--- src/rtl/spi_master_ss.sv ---
// SPI master with slave-select, configurable CPOL/CPHA and timing.
// Ports: clk/rst, arm/ready_to_arm/finished, to_slave/from_slave, mosi/miso/sck_wire/ss_L.
module spi_master_ss #(
  parameter int WID             = 24,
  parameter int WID_LEN         = 5,
  parameter int CYCLE_HALF_WAIT = 1,
  parameter int SS_WAIT         = 1,
  parameter int TIMER_LEN       = 8,
  parameter int POLARITY        = 0,
  parameter int PHASE           = 0
) (
  input  logic           clk,
  input  logic           rst,
  input  logic           arm,
  output logic           ready_to_arm,
  output logic           finished,
  input  logic [WID-1:0] to_slave,
  output logic [WID-1:0] from_slave,
  output logic           mosi,
  input  logic           miso,
  output logic           sck_wire,
  output logic           ss_L
);

  localparam logic POL = (POLARITY != 0);
  localparam logic CPHA = (PHASE != 0);
  localparam logic [TIMER_LEN-1:0] SS_LAST =
    TIMER_LEN'(SS_WAIT - 1);
  localparam logic [TIMER_LEN-1:0] HALF_LAST =
    TIMER_LEN'(CYCLE_HALF_WAIT - 1);
  localparam logic [WID_LEN-1:0] LAST_BIT =
    WID_LEN'(WID - 1);
  localparam logic [WID_LEN-1:0] ALL_BITS =
    WID_LEN'(WID);

  typedef enum logic [1:0] {
    IDLE,
    SETUP,
    CLOCKING,
    DONE
  } state_t;

  state_t state, state_n;

  logic [TIMER_LEN-1:0] timer, timer_n;
  logic [WID_LEN-1:0]   bit_cnt, bit_cnt_n;
  logic [WID-1:0]       shift, shift_n;
  logic [WID-1:0]       rx, rx_n;
  logic                 sck_n;
  logic                 ss_n;
  logic                 mosi_n;
  logic                 do_edge;
  logic                 leading;

  assign ready_to_arm = (state == IDLE);
  assign finished     = (state == DONE);
  assign from_slave   = rx;

  always_ff @(posedge clk or posedge rst) begin
    if (rst) begin
      state    <= IDLE;
      timer    <= '0;
      bit_cnt  <= '0;
      shift    <= '0;
      rx       <= '0;
      sck_wire <= POL;
      ss_L     <= 1'b1;
      mosi     <= 1'b0;
    end else begin
      state    <= state_n;
      timer    <= timer_n;
      bit_cnt  <= bit_cnt_n;
      shift    <= shift_n;
      rx       <= rx_n;
      sck_wire <= sck_n;
      ss_L     <= ss_n;
      mosi     <= mosi_n;
    end
  end

  always_comb begin
    state_n   = state;
    timer_n   = timer;
    bit_cnt_n = bit_cnt;
    shift_n   = shift;
    rx_n      = rx;
    sck_n     = sck_wire;
    ss_n      = ss_L;
    mosi_n    = mosi;
    do_edge   = 1'b0;
    leading   = 1'b0;

    unique case (state)
      IDLE: begin
        if (arm) begin
          state_n   = SETUP;
          ss_n      = 1'b0;
          shift_n   = to_slave;
          rx_n      = '0;
          timer_n   = '0;
          bit_cnt_n = '0;
          // CPHA=0 slaves sample on the first edge, so the MSB
          // must already be on the wire when ss_L drops.
          mosi_n    = CPHA ? 1'b0 : to_slave[WID-1];
        end
      end
      SETUP: begin
        if (timer == SS_LAST) begin
          timer_n = '0;
          state_n = CLOCKING;
          do_edge = 1'b1;
        end else begin
          timer_n = timer + 1'b1;
        end
      end
      CLOCKING: begin
        if (timer == HALF_LAST) begin
          timer_n = '0;
          if (bit_cnt == ALL_BITS) begin
            state_n = DONE;
            ss_n    = 1'b1;
            mosi_n  = 1'b0;
          end else begin
            do_edge = 1'b1;
          end
        end else begin
          timer_n = timer + 1'b1;
        end
      end
      DONE: begin
        if (!arm) begin
          state_n = IDLE;
        end
      end
      default: state_n = IDLE;
    endcase

    if (do_edge) begin
      sck_n   = ~sck_wire;
      leading = (sck_wire == POL);
      if (leading) begin
        if (CPHA) begin
          mosi_n  = shift[WID-1];
          shift_n = shift << 1;
        end else begin
          rx_n = {rx[WID-2:0], miso};
        end
      end else begin
        bit_cnt_n = bit_cnt + 1'b1;
        if (CPHA) begin
          rx_n = {rx[WID-2:0], miso};
        end else if (bit_cnt != LAST_BIT) begin
          shift_n = shift << 1;
          mosi_n  = shift[WID-2];
        end
      end
    end
  end

endmodule

--- config.mk ---
export PLATFORM = sky130hd
export DESIGN_NAME = spi_master_ss
export DESIGN_NICKNAME = d
export VERILOG_FILES = /design/src/rtl/spi_master_ss.sv
export SDC_FILE = /design/constraint.sdc
export NUM_CORES = 1
export LEC_CHECK = 0
export CAP_MARGIN = 40
export CORE_MARGIN = 2
export CORE_UTILIZATION = 50
export CTS_CLUSTER_SIZE = 24
export DETAILED_ROUTE_END_ITERATION = 8
export PLACE_DENSITY = 0.79
export SYNTH_ARGS = -nofsm -noshare
export SYNTH_HDL_FRONTEND = slang
export SYNTH_SLANG_ARGS = --single-unit
--- constraint.sdc ---
create_clock -name clk -period 5.84 [get_ports clk]
set_input_delay 0.876 -clock clk [delete_from_list [all_inputs] [get_ports clk]]
set_output_delay 0.876 -clock clk [all_outputs]
set_load 0.01 [all_outputs]
Yosys cells after proc, flatten, opt, wreduce, memory -nomap -nowiden
Index checks and enable logic that the tools add are counted.
{"block": "word_totals", "elab_cells": 66, "output_inout_bits": 29, "input_bits": 28, "regBits": 66}
{"block": "classes", "n_eq_ne": 10, "muxes": 37, "addsub": 2, "bitwise": 1, "reduce_logical": 8}
{"op": "$mux W24", "count": 9}
{"op": "$mux W5", "count": 4}
{"op": "$mux W8", "count": 2}
{"op": "$pmux W8 S2", "count": 1}
{"op": "$mux W1", "count": 12}
{"op": "$mux W2", "count": 5}
{"op": "$ne A2 B2 Y1 const B", "count": 5}
{"op": "$add A8 B1 Y8 const B", "count": 1}
{"op": "$logic_not A8 Y1", "count": 1}
{"op": "$pmux W2 S4", "count": 1}
{"op": "$pmux W1 S2", "count": 3}
{"op": "$add A5 B1 Y5 const B", "count": 1}
{"op": "$eq A5 B5 Y1 const B", "count": 1}
{"op": "$ne A5 B5 Y1 const B", "count": 1}
{"op": "$reduce_and A5 Y1", "count": 1}
{"op": "$eq A2 B2 Y1 const B", "count": 2}
{"op": "$reduce_and A4 Y1", "count": 1}
{"op": "$reduce_bool A2 Y1", "count": 2}
{"op": "$eq A2 B1 Y1 const B", "count": 1}
{"op": "$logic_not A2 Y1", "count": 1}
{"op": "$reduce_and A2 Y1", "count": 1}
{"op": "$reduce_or A2 Y1", "count": 1}
{"op": "$not A1 Y1", "count": 1}

Longest topological paths before layout
{"block": "logic_depth", "ltp_word": 7, "depth_mapped": 10}

Least setup slack after synthesis
OpenSTA, ideal clock, no wires.
{"block": "synth_timing", "path_type": "register -> register", "start": "register state[0]", "end": "register rx[10], in the netlist from_slave[10]", "synth_period_minus_slack_ps": 2377, "setup_time_ps": 83, "arrival_ps": 2294, "stages_incl_launch_ff": 11, "required_ps": 5757, "n_path_buf": 3, "slack_ps": 3463, "path_cell_list": "dfrtp_1 inv_1 ha_1 clkbuf_1 or4bb_1 a2111oi_4 and2b_1 buf_4 buf_4 nand2_1 o21ai_0"}
{"block": "synth_via", "elab_chain_len": 4, "elab_cells_between_ends": 7}
{"item": "start, declared", "line": "43", "source": "state_t state, state_n;"}
{"item": "start signal, assigned", "line": "70", "source": "state <= state_n;"}
{"item": "$logic_not A2 Y1", "line": "93", "source": "unique case (state)"}
{"item": "$mux W24", "line": "93"}
{"item": "$mux W24", "line": "141", "source": "if (leading) begin"}
{"item": "$mux W24 *", "line": "138", "source": "if (do_edge) begin"}
{"item": "via rx_n[10]", "line": "48", "source": "logic [WID-1:0] rx, rx_n;"}
{"item": "end signal, assigned", "line": "74", "source": "rx <= rx_n;"}
{"item": "end, declared", "line": "48"}
Mark *: on every way through the listed nets, which the timed path passes. The rest lies on a longest branch.
A chain may end at the register's enable or synchronous reset.

Worst setup path in the final report
{"block": "layout_timing", "start": "register state[0]", "end": "output port ready_to_arm"}
{"block": "layout_via", "elab_chain_len": 1}
{"item": "$logic_not A2 Y1", "line": "55", "source": "assign ready_to_arm = (state == IDLE);"}
{"item": "end, declared", "line": "15", "source": "output logic ready_to_arm,"}
No other way between the ends.

==> out/qor.csv <==
stage,metric,value,unit
sta,FMAX,0.366,GHz
global_route,first-pass GRT wire length,9820,um
detailed_routing,Antenna Nets Post-Route,0,
floorplanning,core footprint,0.00596,mm^2
detailed_routing,WL final,5910,um
clocking,H-tree levels,3,
critical_path,Crit path required time,4.96,ns
sta,Fin. Hold Viols,0,
global_route,initial antenna violation count,0,
pwr,register share of total power,0.521,
sta,"Slew Viols, Final",0,
synth,XOR/XNOR share of the synthesized area,0.0225,
pwr,sw frac,0.226,
synth,sequential area share after synthesis,0.522,
sta,Worst Skew,0.00877,ns
critical_path,max incr delay on CP,0.61,ns
pwr,clock group share of total power,0.444,
sta,Max-Slew Margin vs Limit,0.462,
sta,worst hold slack,0.515,ns
synth,"Net Count, Synth",362,
global_route,vias in the first global route,2167,
sta,unrepaired setup endpoints after global routing,no,
synth,synthesized flop and latch total,65,
clocking,post-CTS sizing,0,
pwr,Worst VDD drop,184,uV
sta,Tcrit/Tclk final,0.468,
floorplanning,# IOs,57,
layout,Antenna Cells,0,
synth,synth unique cells,39,
floorplanning,overall die height,83.0,um
detailed_routing,# DRC,0,
floorplanning,Die Wd,83.0,um
critical_path,critical path buffer and inverter count,2,
pwr,P_leak,0.00177,uW
pwr,combinational share of power,0.034,
critical_path,CP top delay family,buffers and inverters,
synth,Syn Area/Cell,9.59,um^2
synth,"area leader, netlist",dfrtp_1,
critical_path,Crit Path Category,reg -> out,
synth,largest family of logic cells by synthesized area,simple AND/OR/NAND/NOR gates,
global_route,GR Overflow Total,0,
detailed_routing,post-DR vias/cell,5.25,
clocking,Hold Buf Count CTS,0,
detailed_routing,TritonRoute pass-1 iters,5,
floorplanning,initial core utilization,0.523,
clocking,Sink Count,65,
pwr,Internal,668,uW
synth,top-area cell type share of the netlist area,0.514,
critical_path,Crit. End Element,output pin,
critical_path,crit path cell chain,inv_1 > ha_1 > clkdlybuf4s50_1,
layout,Final nets,414,
synth,top post-synthesis cells by area,"dfrtp_1, mux2i_1, nand2_1",
layout,filler instances,498,
sta,final setup fails,0,
layout,fraction of layout cells with a size suffix above 1,0.0785,
critical_path,crit path max fanout,9,
critical_path,slowest CP cell,clkdlybuf4s50_1,
pwr,PwrDens,219,mW/mm^2
min_path,Hold/Removal Path Class,reg -> reg,
clocking,CTS tree,yes,
synth,list of most frequent post-synthesis cells,"dfrtp_1, nand2_1, nor2_1, a21oi_1, mux2i_1",
clocking,cts bufs inserted,9,
synth,Synth Area in Simple Gates,0.174,
synth,predominant post-synthesis flop cell,dfrtp_1,
critical_path,Worst Setup Start Kind,flip-flop,
clocking,root buf cell,clkbuf_8,
synth,share of flip-flops with an asynchronous set or reset,1.00,
floorplanning,die area,0.00688,mm^2
place,Port Buffers,56,
detailed_routing,Iter 0 DRT Violations,175,
clocking,Clock Path Buffers,2,
place,RePlAce Congestion,0.816,
clocking,Clock transition at path regs,0.08,ns
floorplanning,site row count,28,
critical_path,crit path DAT,1.85,ns
synth,post-synthesis mux area share,0.0879,
global_route,largest net degree at the start of global routing,66,
sta,"Min Clock Period, post-route",2.73,ns
detailed_routing,drt wl/cell,12.9,um
synth,Post-Syn Area,0.00312,mm^2
synth,compound-gate portion of the synthesized area,0.119,
clocking,"Setup Fix Bufs, Post-CTS",0,
pwr,Net Sw Power,195,uW
layout,layout overhead on the synthesized area,26.2,%
synth,Post-synth EDFFs,0,
detailed_routing,vias,2398,
sta,Worst Tran Pin Value,0.808,ns
synth,adder-cell share of the synthesized area,0.0361,
clocking,Clock Latency Late Sink,0.34,ns
sta,Setup TNS Final,0,ns
synth,cell with the most instances after synthesis,dfrtp_1,
outcome,status,completed,
place,hpwl dp,4070,um
synth,yosys warns,0,
global_route,All-Layer GR Usage,0.175,
run,Max-Cap Viols,0,
synth,Synth Instances,325,
[logic make-up after synthesis]
group	after synthesis
AND/OR/NAND/NOR	122
AO/OA/AOI/OAI	66
flip-flops	65
buffers and inverters	28
multiplexers	27
adder cells (fa/ha/maj)	9
XOR/XNOR	8
[per-layer routing]
layer	wire length, um	global-route usage
met1	2750	0.236
met2	2810	0.267
met3	283	0.0447
met4	65	0.0760
met5	0	0
[layout by cell type (no fill, tap or decap), drive strengths merged, types with 5 or more instances in the layout]
master         instances
a21oi                 28
inv                   11
nand3                 10
dfrtp                 64
o21ai                 28
nand2                 57
clkbuf                 9
mux2i                 24
nor2                  35
clkdlybuf4s50         56
xor2                   6
nand4                  5
ha                     9
[registers in the layout, indices dropped and copies added (netlist names)]
signal      cells
from_slave     24
shift          23
timer           8
bit_cnt         5
state           2
mosi            1
sck_wire        1
ss_L            1
[worst register-to-register path, delay by kind of cell (launching register included)]
family,cells,cell delay [ns]
compound gates,2,0.54
fa+ha+maj,1,0.46
buf+inv,2,0.45
flops,1,0.39
simple gates,2,0.66
[through the flow]
| step | setup WS, ns | cell area [um^2] | power (uW) | instances | util |
|---|---|---|---|---|---|
| 5_1_grt | 3.00 | 3930 | 898 | 457 | 0.661 |
| 3_3_place_gp | 2.72 | 3710 | 489 | 440 | 0.623 |
| 3_5_place_dp | 3.09 | 3730 | 489 | 441 | 0.626 |
| 4_1_cts | 3.09 | 3930 | 877 | 457 | 0.661 |
| 2_1_floorplan | 3.34 | 3120 | 467 | 325 | - |
| 6_report | 3.11 | 3930 | 863 | 457 | 0.661 |
[power by group through the flow]
| stage | combinational, uW | sequential, uW | clock [uW] |
|---|---|---|---|
| after floorplan | 8.36 | 459 | 0 |
| after global placement | 30.1 | 459 | 0 |
| after detailed placement | 30.5 | 459 | 0 |
| after CTS | 30.6 | 450 | 396 |
| after global routing | 32.7 | 450 | 416 |
| final | 29.7 | 450 | 384 |
[final timing paths]
| kind | cells past startpoint | end | start | slack, ns |
|---|---|---|---|---|
| max | 3 | ready_to_arm | state[0] | 3.11 |
| min | 2 | from_slave[7] | from_slave[6] | 0.52 |
| max reg2reg | 7 | from_slave[8] | state[1] | 3.20 |
| min reg2reg | 2 | from_slave[7] | from_slave[6] | 0.52 |
| max in group asynchronous | 3 | shift[2] | rst | 4.21 |
| min in group asynchronous | 3 | from_slave[21] | rst | 1.11 |
[layout make-up]
type | count | area (um^2) | share of cell area
Clock inverter | 7 | 78.8 | 0.0200
Tap cell | 75 | 93.8 | 0.0239
Clock buffer | 9 | 124 | 0.0315
Timing Repair Buffer | 60 | 603 | 0.153
Inverter | 9 | 33.8 | 0.00859
Multi-Input combinational cell | 232 | 1370 | 0.349
Sequential cell | 65 | 1630 | 0.414
(Power assumes the default switching activity.)
